**src/rtl/siso_pkg.sv**
```systemverilog
// Shared defaults and the flush-handshake state type for the SISO I/O retimer.
package siso_pkg;

  localparam int WC_DEFAULT        = 32;
  localparam int W_DEFAULT         = 6;
  localparam int ADDRWIDTH_DEFAULT = 5;
  localparam int LLRVEC_W          = WC_DEFAULT * W_DEFAULT;

  typedef enum logic [1:0] {
    RUN   = 2'd0,
    DRAIN = 2'd1,
    ACK   = 2'd2
  } state_t;

endpackage

```
**src/rtl/siso_pipe_chain.sv**
```systemverilog
// Register chain of DEPTH stages with a shared hold, a valid mask applied on entry
// and an OR of every valid bit held anywhere in the chain.
module siso_pipe_chain #(
  parameter int DW    = 8,
  parameter int VW    = 1,
  parameter int DEPTH = 1
) (
  input  logic          clk,
  input  logic          rst,
  input  logic          hold,
  input  logic [VW-1:0] vmask,
  input  logic [DW-1:0] din,
  input  logic [VW-1:0] vin,
  output logic [DW-1:0] dout,
  output logic [VW-1:0] vout,
  output logic          any_valid
);

  logic [DW-1:0] data_q  [DEPTH];
  logic [VW-1:0] valid_q [DEPTH];

  // Payload is captured unmasked; only the valid bits are gated at stage 0.
  always_ff @(posedge clk) begin
    if (rst) begin
      for (int i = 0; i < DEPTH; i++) begin
        data_q[i]  <= '0;
        valid_q[i] <= '0;
      end
    end else if (!hold) begin
      data_q[0]  <= din;
      valid_q[0] <= vin & vmask;
      for (int i = 1; i < DEPTH; i++) begin
        data_q[i]  <= data_q[i-1];
        valid_q[i] <= valid_q[i-1];
      end
    end
  end

  always_comb begin
    any_valid = 1'b0;
    for (int i = 0; i < DEPTH; i++) begin
      any_valid = any_valid | (|valid_q[i]);
    end
  end

  assign dout = data_q[DEPTH-1];
  assign vout = valid_q[DEPTH-1];

endmodule

```
**src/rtl/siso_io_retimer.sv**
```systemverilog
// Configurable-depth I/O retiming shell around a SISO row unit core, with stall,
// drain/flush handshake and idle flag. Define SISO_IORT_CNT_EN for the event counters.
module siso_io_retimer
  import siso_pkg::*;
#(
  parameter int WC         = WC_DEFAULT,
  parameter int W          = W_DEFAULT,
  parameter int ADDRWIDTH  = ADDRWIDTH_DEFAULT,
  parameter int IN_STAGES  = 1,
  parameter int OUT_STAGES = 1,
  parameter int CNTW       = 16
) (
  input  logic                   clk,
  input  logic                   rst,
  input  logic                   h_rdlayer,
  input  logic [ADDRWIDTH-1:0]   h_rdaddr,
  input  logic                   h_rden_llr,
  input  logic                   h_rden_e,
  input  logic [WC*W-1:0]        h_lmem,
  input  logic [WC*W-1:0]        h_dreacc,
  output logic                   c_rdlayer,
  output logic [ADDRWIDTH-1:0]   c_rdaddr,
  output logic                   c_rden_llr,
  output logic                   c_rden_e,
  output logic [WC*W-1:0]        c_lmem,
  output logic [WC*W-1:0]        c_dreacc,
  input  logic [WC*W-1:0]        c_updllr,
  input  logic [WC*W-1:0]        c_dout,
  input  logic                   c_wrlayer,
  input  logic [ADDRWIDTH-1:0]   c_wraddr,
  input  logic                   c_wren,
  input  logic [ADDRWIDTH+1:0]   c_dmem_rla,
  output logic [WC*W-1:0]        h_updllr,
  output logic [WC*W-1:0]        h_dout,
  output logic                   h_wrlayer,
  output logic [ADDRWIDTH-1:0]   h_wraddr,
  output logic                   h_wren,
  output logic [ADDRWIDTH+1:0]   h_dmem_rla,
  input  logic                   stall,
  input  logic                   flush_req,
  output logic                   flush_ack,
  output logic                   idle,
  output logic [CNTW-1:0]        rd_cnt,
  output logic [CNTW-1:0]        wr_cnt
);

  localparam int LW    = WC * W;
  localparam int HC_DW = 1 + ADDRWIDTH + 2 * LW;
  localparam int CH_DW = 2 * LW + 1 + ADDRWIDTH + ADDRWIDTH + 1;

  if (IN_STAGES < 1 || IN_STAGES > 4) begin : g_bad_in_stages
    $error("siso_io_retimer: IN_STAGES must be in 1..4");
  end
  if (OUT_STAGES < 1 || OUT_STAGES > 4) begin : g_bad_out_stages
    $error("siso_io_retimer: OUT_STAGES must be in 1..4");
  end

  state_t state, state_next;
  logic [1:0]       rd_mask;
  logic             in_any, out_any;
  logic [HC_DW-1:0] hc_dout;
  logic [1:0]       hc_vout;
  logic [CH_DW-1:0] ch_dout;
  logic [1:0]       ch_vout;

  siso_pipe_chain #(.DW(HC_DW), .VW(2), .DEPTH(IN_STAGES)) u_host_to_core (
    .clk       (clk),
    .rst       (rst),
    .hold      (stall),
    .vmask     (rd_mask),
    .din       ({h_rdlayer, h_rdaddr, h_lmem, h_dreacc}),
    .vin       ({h_rden_llr, h_rden_e}),
    .dout      (hc_dout),
    .vout      (hc_vout),
    .any_valid (in_any)
  );

  assign {c_rdlayer, c_rdaddr, c_lmem, c_dreacc} = hc_dout;
  assign {c_rden_llr, c_rden_e}                  = hc_vout;

  // The D-mem read valid travels as a valid lane; its layer/address bits ride as payload.
  siso_pipe_chain #(.DW(CH_DW), .VW(2), .DEPTH(OUT_STAGES)) u_core_to_host (
    .clk       (clk),
    .rst       (rst),
    .hold      (stall),
    .vmask     (2'b11),
    .din       ({c_updllr, c_dout, c_wrlayer, c_wraddr, c_dmem_rla[ADDRWIDTH:0]}),
    .vin       ({c_wren, c_dmem_rla[ADDRWIDTH+1]}),
    .dout      (ch_dout),
    .vout      (ch_vout),
    .any_valid (out_any)
  );

  assign {h_updllr, h_dout, h_wrlayer, h_wraddr} = ch_dout[CH_DW-1:ADDRWIDTH+1];
  assign h_wren     = ch_vout[1];
  assign h_dmem_rla = {ch_vout[0], ch_dout[ADDRWIDTH:0]};

  assign idle = !(in_any || out_any);

  always_ff @(posedge clk) begin
    if (rst) state <= RUN;
    else     state <= state_next;
  end

  // Drain completes once nothing is in flight and the core is not issuing anything new.
  always_comb begin
    state_next = state;
    case (state)
      RUN:     if (flush_req && !stall) state_next = DRAIN;
      DRAIN:   if (!in_any && !out_any && !c_wren && !c_dmem_rla[ADDRWIDTH+1]) state_next = ACK;
      ACK:     state_next = RUN;
      default: state_next = RUN;
    endcase
  end

  always_comb begin
    flush_ack = (state == ACK);
    rd_mask   = (state == DRAIN) ? 2'b00 : 2'b11;
  end

`ifdef SISO_IORT_CNT_EN
  logic [CNTW-1:0] rd_cnt_q, wr_cnt_q;

  always_ff @(posedge clk) begin
    if (rst) begin
      rd_cnt_q <= '0;
      wr_cnt_q <= '0;
    end else if (!stall) begin
      if ((c_rden_llr || c_rden_e) && (rd_cnt_q != '1)) rd_cnt_q <= rd_cnt_q + CNTW'(1);
      if (h_wren && (wr_cnt_q != '1))                   wr_cnt_q <= wr_cnt_q + CNTW'(1);
    end
  end

  assign rd_cnt = rd_cnt_q;
  assign wr_cnt = wr_cnt_q;
`else
  assign rd_cnt = '0;
  assign wr_cnt = '0;
`endif

endmodule
```
**config.mk**
```make
export PLATFORM = sky130hd
export DESIGN_NAME = siso_io_retimer
export DESIGN_NICKNAME = d
export VERILOG_FILES = /design/src/rtl/siso_pkg.sv /design/src/rtl/siso_pipe_chain.sv /design/src/rtl/siso_io_retimer.sv
export SDC_FILE = /design/constraint.sdc
export NUM_CORES = 1
export LEC_CHECK = 0
export ABC_CLOCK_PERIOD_IN_PS = 33300
export BUFFER_PORTS_ARGS = -buffer_cell sky130_fd_sc_hd__buf_4
export CORE_AREA = 5 5 626 628
export CTS_CLUSTER_SIZE = 30
export DETAILED_ROUTE_END_ITERATION = 10
export DIE_AREA = 0 0 631 633
export GPL_TIMING_DRIVEN = 1
export HOLD_SLACK_MARGIN = 0.03
export SLEW_MARGIN = 20
export SYNTH_ARGS = -nofsm -noshare
export SYNTH_HDL_FRONTEND = slang
export SYNTH_SLANG_ARGS = --single-unit
```
**constraint.sdc**
```tcl
create_clock -name clk -period 33.3 [get_ports clk]
set_input_delay 9.99 -clock clk [delete_from_list [all_inputs] [get_ports clk]]
set_output_delay 9.99 -clock clk [all_outputs]
set_load 0.02 [all_outputs]
```
* After elaboration in Yosys (flattened, before gate mapping)
Memory sizes are Yosys's and may differ from the RTL's.
Index checks and enable logic that the tools add are counted.
** Word-level totals
- Flip-flop bits (word level) :: 2
- Bits in writable memories :: 790
- Input port bits :: 794
- Output and inout port bits :: 824
- Logic and storage cells :: 46
- Memories :: 4
** Memory list
- u_core_to_host.data_q :: words 1, bits a word 396, rd ports 1, clocked after Yosys merged registers in 0, wr ports 1, RTL line siso_pipe_chain.sv:19 : logic [DW-1:0] data_q [DEPTH];
- u_host_to_core.data_q :: words 1, bits a word 390, rd ports 1, clocked after Yosys merged registers in 0, wr ports 1, RTL line siso_pipe_chain.sv:19
- u_core_to_host.valid_q :: words 1, bits a word 2, rd ports 1, clocked after Yosys merged registers in 0, wr ports 1, RTL line siso_pipe_chain.sv:20 : logic [VW-1:0] valid_q [DEPTH];
- u_host_to_core.valid_q :: words 1, bits a word 2, rd ports 1, clocked after Yosys merged registers in 0, wr ports 1, RTL line siso_pipe_chain.sv:20
** Cells by class
- Equality and inequality tests :: 4
- Mux-type cells :: 17
- Bitwise operators :: 1
- Reduce and logical (&&, ||, !) cells :: 19
** Operators by type and width (count)
- $mux 396 :: 1
- $reduce_or 396->1 :: 1
- $mux 390 :: 1
- $reduce_or 390->1 :: 1
- $mux 2 :: 5
- $mux 1 :: 9
- $reduce_or 2->1 :: 4
- $logic_not 1->1 :: 6
- $logic_and 1x1->1 :: 4
- $ne 2x2->1 const B :: 2
- $pmux 2 s2 :: 1
- $and 2x2->2 :: 1
- $eq 2x1->1 const B :: 1
- $eq 2x2->1 const B :: 1
- $logic_not 2->1 :: 1
- $reduce_and 2->1 :: 1
- $logic_or 1x1->1 :: 1

* Logic depth before layout (Yosys ltp)
An unclocked memory read counts as a cell.
- Word-level depth :: 8
- Depth in mapped cells :: 5
- Gate-level depth less buffers :: 3

* Cells and area by module
A second synthesis with hierarchy kept.
** Second synthesis, totals
- Cell total of the unflattened synthesis :: 1805
- Area total of the unflattened synthesis :: 33409.5 um2
** Modules (own cells, without submodules)
- siso_pipe_chain at u_host_to_core :: times used 1, cells an instance 874, area each 17534.3 um2, seq. area each 11771.3 um2
- siso_pipe_chain at u_core_to_host :: times used 1, cells an instance 886, area each 15524.9 um2, seq. area each 11951.5 um2
- siso_io_retimer :: times used 1, cells an instance 45, area each 350.3 um2, seq. area each 40.0 um2

* Least setup slack after synthesis
Ideal clock, no wire load.
- Path type :: input to register
- Start point :: input port rst
- End point :: memory u_core_to_host.data_q[0][0] (netlist bit) (enable)
- Library setup time :: 1.309 ns
- Data arrival time :: 28.782 ns
- Data required time :: 31.991 ns
- Slack :: 3.209 ns
- Cell stages on the path :: 1
- Path buffers :: 0
- Cells stage by stage :: nand2b_1
** Between the ends
- Word-level cells in the longest chain between the ends :: 4
- Elaborated cells between the ends (all ways) :: 6
- Classes of those cells :: 5 x mux; 1 x reduce/logical
** Ends and longest elaborated chain
- from (decl) :: RTL line siso_io_retimer.sv:14 : input logic rst,
- $mux 1 :: RTL line siso_pipe_chain.sv:24 : if (rst) begin
- $mux 1 (implied by the code) :: RTL line siso_pipe_chain.sv:30 : data_q[0] <= din;
- $reduce_or 396->1 (no line)
- $mux 1 (no line) (*)
- to (decl) :: RTL line siso_pipe_chain.sv:19
Every way passes the cells marked *; elsewhere a longest branch is shown, timed or not.

* Worst setup path in the final report
- Start point :: input port rst
- End point :: memory u_host_to_core.data_q[0][329] (netlist bit) (enable)
** Between the ends
- Word-level cells in the longest chain between the ends :: 4
- Elaborated cells between the ends (all ways) :: 6
- Classes of those cells :: 5 x mux; 1 x reduce/logical
** Ends and longest elaborated chain (RTL line)
- $mux 1 :: siso_pipe_chain.sv:24
- $mux 1 (implied by the code) :: siso_pipe_chain.sv:30
- $reduce_or 390->1 (no line)
- $mux 1 (no line) (*)
- to (decl) :: siso_pipe_chain.sv:19
Marks and branches as above.

==> reports/summary.txt <==
Ys Warns -> 0
Largest net degree at the start of global routing -> 190
Iter 0 DRT Violations -> 2061
Reg2Reg Setup Slack -> 31.79 ns
Net Switching -> 0.0008731 W
Simple-Gate Fraction of Synth Area -> 16.98%
Unrepaired setup endpoints after global routing -> false
Reg2reg path depth -> 3
Clk_skew -> 0.0002213 ns
Final nets -> 4135
Worst Path Arrival -> 13.82 ns
Worst hold endpoint -> state[0]$_SDFFE_PP0P_
CP endpoint kind -> flip-flop
Max VDD drop -> 0.00004181 V
CTS tree -> yes
DR pass1 iterations -> 5
Sequential share of power -> 41.8%
Number of max-cap violations -> 0
Hold Crit Class -> flip-flop to flip-flop
Min-Delay Path Depth -> 1
Worst R2R End -> state[1]$_SDFFE_PP0P_
Port bufs -> 1585
Crit Path Max Fanout -> 126
Worst path most repeated cell -> buf_4
Worst relative slew slack -> 30.85%
Most common cell after layout, fill and taps aside -> buf_4
Cts hold-fix bufs -> 0
Yosys reg bits -> 792
Switching fraction of total power -> 29.98%
Gpl congestion -> 0.9125
Leak -> 20.50 nW
Main combinational cell family by area after synthesis -> simple AND/OR/NAND/NOR gates
Die X -> 631 microns
Layout fillers -> 43311
Cell Area, Synth -> 29440 sq um
ANT nets after route -> 0
Final-report max-slew violation count -> 0
# IOs -> 1618
Critical path's slowest cell -> buf_4
Syn Inst Count -> 1712
CTS root buffer -> clkbuf_16
Vias per Instance -> 2.642
Synthesized area per cell -> 17.20 sq um
Seq/Total Area, Yosys -> 80.71%
Most frequent cells in the layout -> buf_4 (1601), edfxtp_1 (790), and2_1 (788)
# H-tree levels -> 3
Avg WL per Cell -> 35.85 microns
Status -> complete, no violations
Placed Instances -> 8288
Total core area -> 384800 sq um
Fin cells -> 8542
Worst-margin pin slew -> 1.037 ns
Final hold viol count -> 0
Post-route DRC -> 0
Number of global-route vias before repair -> 21381
RR Startpoint -> u_core_to_host.valid_q[0][0]$_SDFFCE_PN0P_
Post-DP HPWL -> 274100 microns
Setup TNS -> 0 ns
Data required time at the worst endpoint -> 33.77 ns
Yosys cell types -> 17
Critical setup path kind -> primary input to flip-flop
Synthesis-to-finish area growth -> 73.07%
Die Area -> 399400 sq um
Clock power frac -> 41.5%
Grt total ovfl -> 0
Logic pwr share -> 16.7%
Synth Area in Adders -> 0%
Initial Util -> 7.651%
CTS max path bufs -> 4
Power Dens Cells -> 57.15 nW/um^2
Row count -> 228
Postcts setup bufs -> 0
Total CTS buffers -> 111
CTS clk-pin slew, worst paths -> 0.06 ns
Die Ht -> 633 microns
Crit-path max cell delay -> 0.86 ns
Gr usage total -> 14.58%
Clk_lat worst skew -> 0.83 ns
First-pass GRT wire length -> 349500 microns
Worst-path cell chain -> buf_4 -> nand2b_4 -> buf_4 -> buf_12 -> buf_4 -> buf_4
Total Routed Length -> 306300 microns
Hold_sp -> state[1]$_SDFFE_PP0P_
Initial antenna violation count -> 362
Max Clock Freq -> 74.92 MHz
Crit start category -> primary input
Vias -> 22572
Layout cells sized above 1 -> 51.88%
Mux contribution to synthesized area -> 0%
Internal Power -> 0.002039 W
Post-cts resize count -> 0
Post-Synth XOR/XNOR Area -> 0%
Final setup fails -> 0
Sink Count -> 792
Final min period -> 13.35 ns
Area fraction in compound gates after synthesis -> 0.04675%
Crit share post-route -> 40.08%
[per-layer routing]
layer | part of all wire (%) | GRT usage, %
met1 | 35 | 14.98
met2 | 46 | 23.50
met3 | 17 | 11.44
met4 | 2.5 | 2.780
met5 | 0.44 | 0
[state kept, by name, summed over array words and instances (netlist names)]
signal	cells
state	2
u_core_to_host.data_q	396
u_core_to_host.valid_q	2
u_host_to_core.data_q	390
u_host_to_core.valid_q	2
[worst max-delay path, delay by kind of cell]
family | cells | cell delay, ns
buffers and inverters | 5 | 2.84
AND/OR/NAND/NOR | 1 | 0.50
[power by group through the flow]
stage	clock (W)	sequential, W	combinational (W)
detailed placement	0	0.00124	0.000507
CTS	0.00126	0.00122	0.000507
finish	0.00121	0.00122	0.000486
global route	0.00129	0.00122	0.000509
global placement	0	0.00124	0.000506
floorplan	0	0.00138	0.0000534
[synth_stat cells]
| cell type | number | area share, % |
|---|---|---|
| a2111oi_0 | 1 | 0.030 |
| a21oi_1 | 1 | 0.017 |
| and2_1 | 788 | 17 |
| and3_1 | 2 | 0.042 |
| buf_2 | 16 | 0.27 |
| buf_4 | 34 | 0.87 |
| clkbuf_1 | 18 | 0.23 |
| clkbuf_2 | 51 | 0.87 |
| conb_1 | 1 | 0.013 |
| dfxtp_1 | 2 | 0.14 |
| edfxtp_1 | 790 | 81 |
| inv_1 | 1 | 0.013 |
| nand2b_1 | 2 | 0.042 |
| nor2_4 | 1 | 0.038 |
| nor2b_1 | 1 | 0.021 |
| nor3b_1 | 2 | 0.051 |
| nor4_2 | 1 | 0.042 |
[cell type report]
| cell class | count | area, sq um | area share, % |
|---|---|---|---|
| diodes | 55 | 137.6 | 0.2701 |
| clock buffers | 121 | 2815 | 5.525 |
| clock inverters | 78 | 694.4 | 1.363 |
| inverters | 1 | 3.754 | 0.007366 |
| multi-input cells | 831 | 5141 | 10.09 |
| flip-flops and latches | 792 | 23760 | 46.63 |
| well taps | 5060 | 6331 | 12.42 |
| repair buffers | 1604 | 12070 | 23.69 |
[worst max path at each step]
stage,start,to,slack [ns]
final,rst,u_host_to_core.data_q[0][329]$_SDFFCE_PN0P_,19.95
after global routing,rst,u_host_to_core.data_q[0][328]$_SDFFCE_PN0P_,19.82
after CTS,rst,u_core_to_host.data_q[0][179]$_SDFFCE_PN0P_,20.07
after detailed placement,rst,u_core_to_host.data_q[0][173]$_SDFFCE_PN0P_,19.07
after global placement,rst,u_core_to_host.data_q[0][173]$_SDFFCE_PN0P_,19.15
after floorplan,rst,u_core_to_host.data_q[0][0]$_SDFFCE_PN0P_,3.21
[per-stage QoR]
step           cell area (sq um)  setup WS [ns]  hold slack (ns)  utilization (%)  total power (W)
5_1_grt                    50840          19.82           0.4735            13.21         0.003017
2_1_floorplan              29560          3.209           0.4117                -         0.001430
3_3_place_gp               47310          19.15           0.4273            12.29         0.001742
3_5_place_dp               47310          19.07           0.4479            12.29         0.001743
4_1_cts                    50820          20.07           0.4553            13.20         0.002982
6_report                   50960          19.95           0.4593            13.24         0.002912
[kinds of logic (layout without fill, tap and decap cells)]
kind of cell,after synthesis,in the layout
and+or+nand+nor,797,797
DFF,792,792
buffers and inverters,120,1804
AOI/OAI and AO/OA,2,2
other,1,87
(Power assumes the default switching activity.)
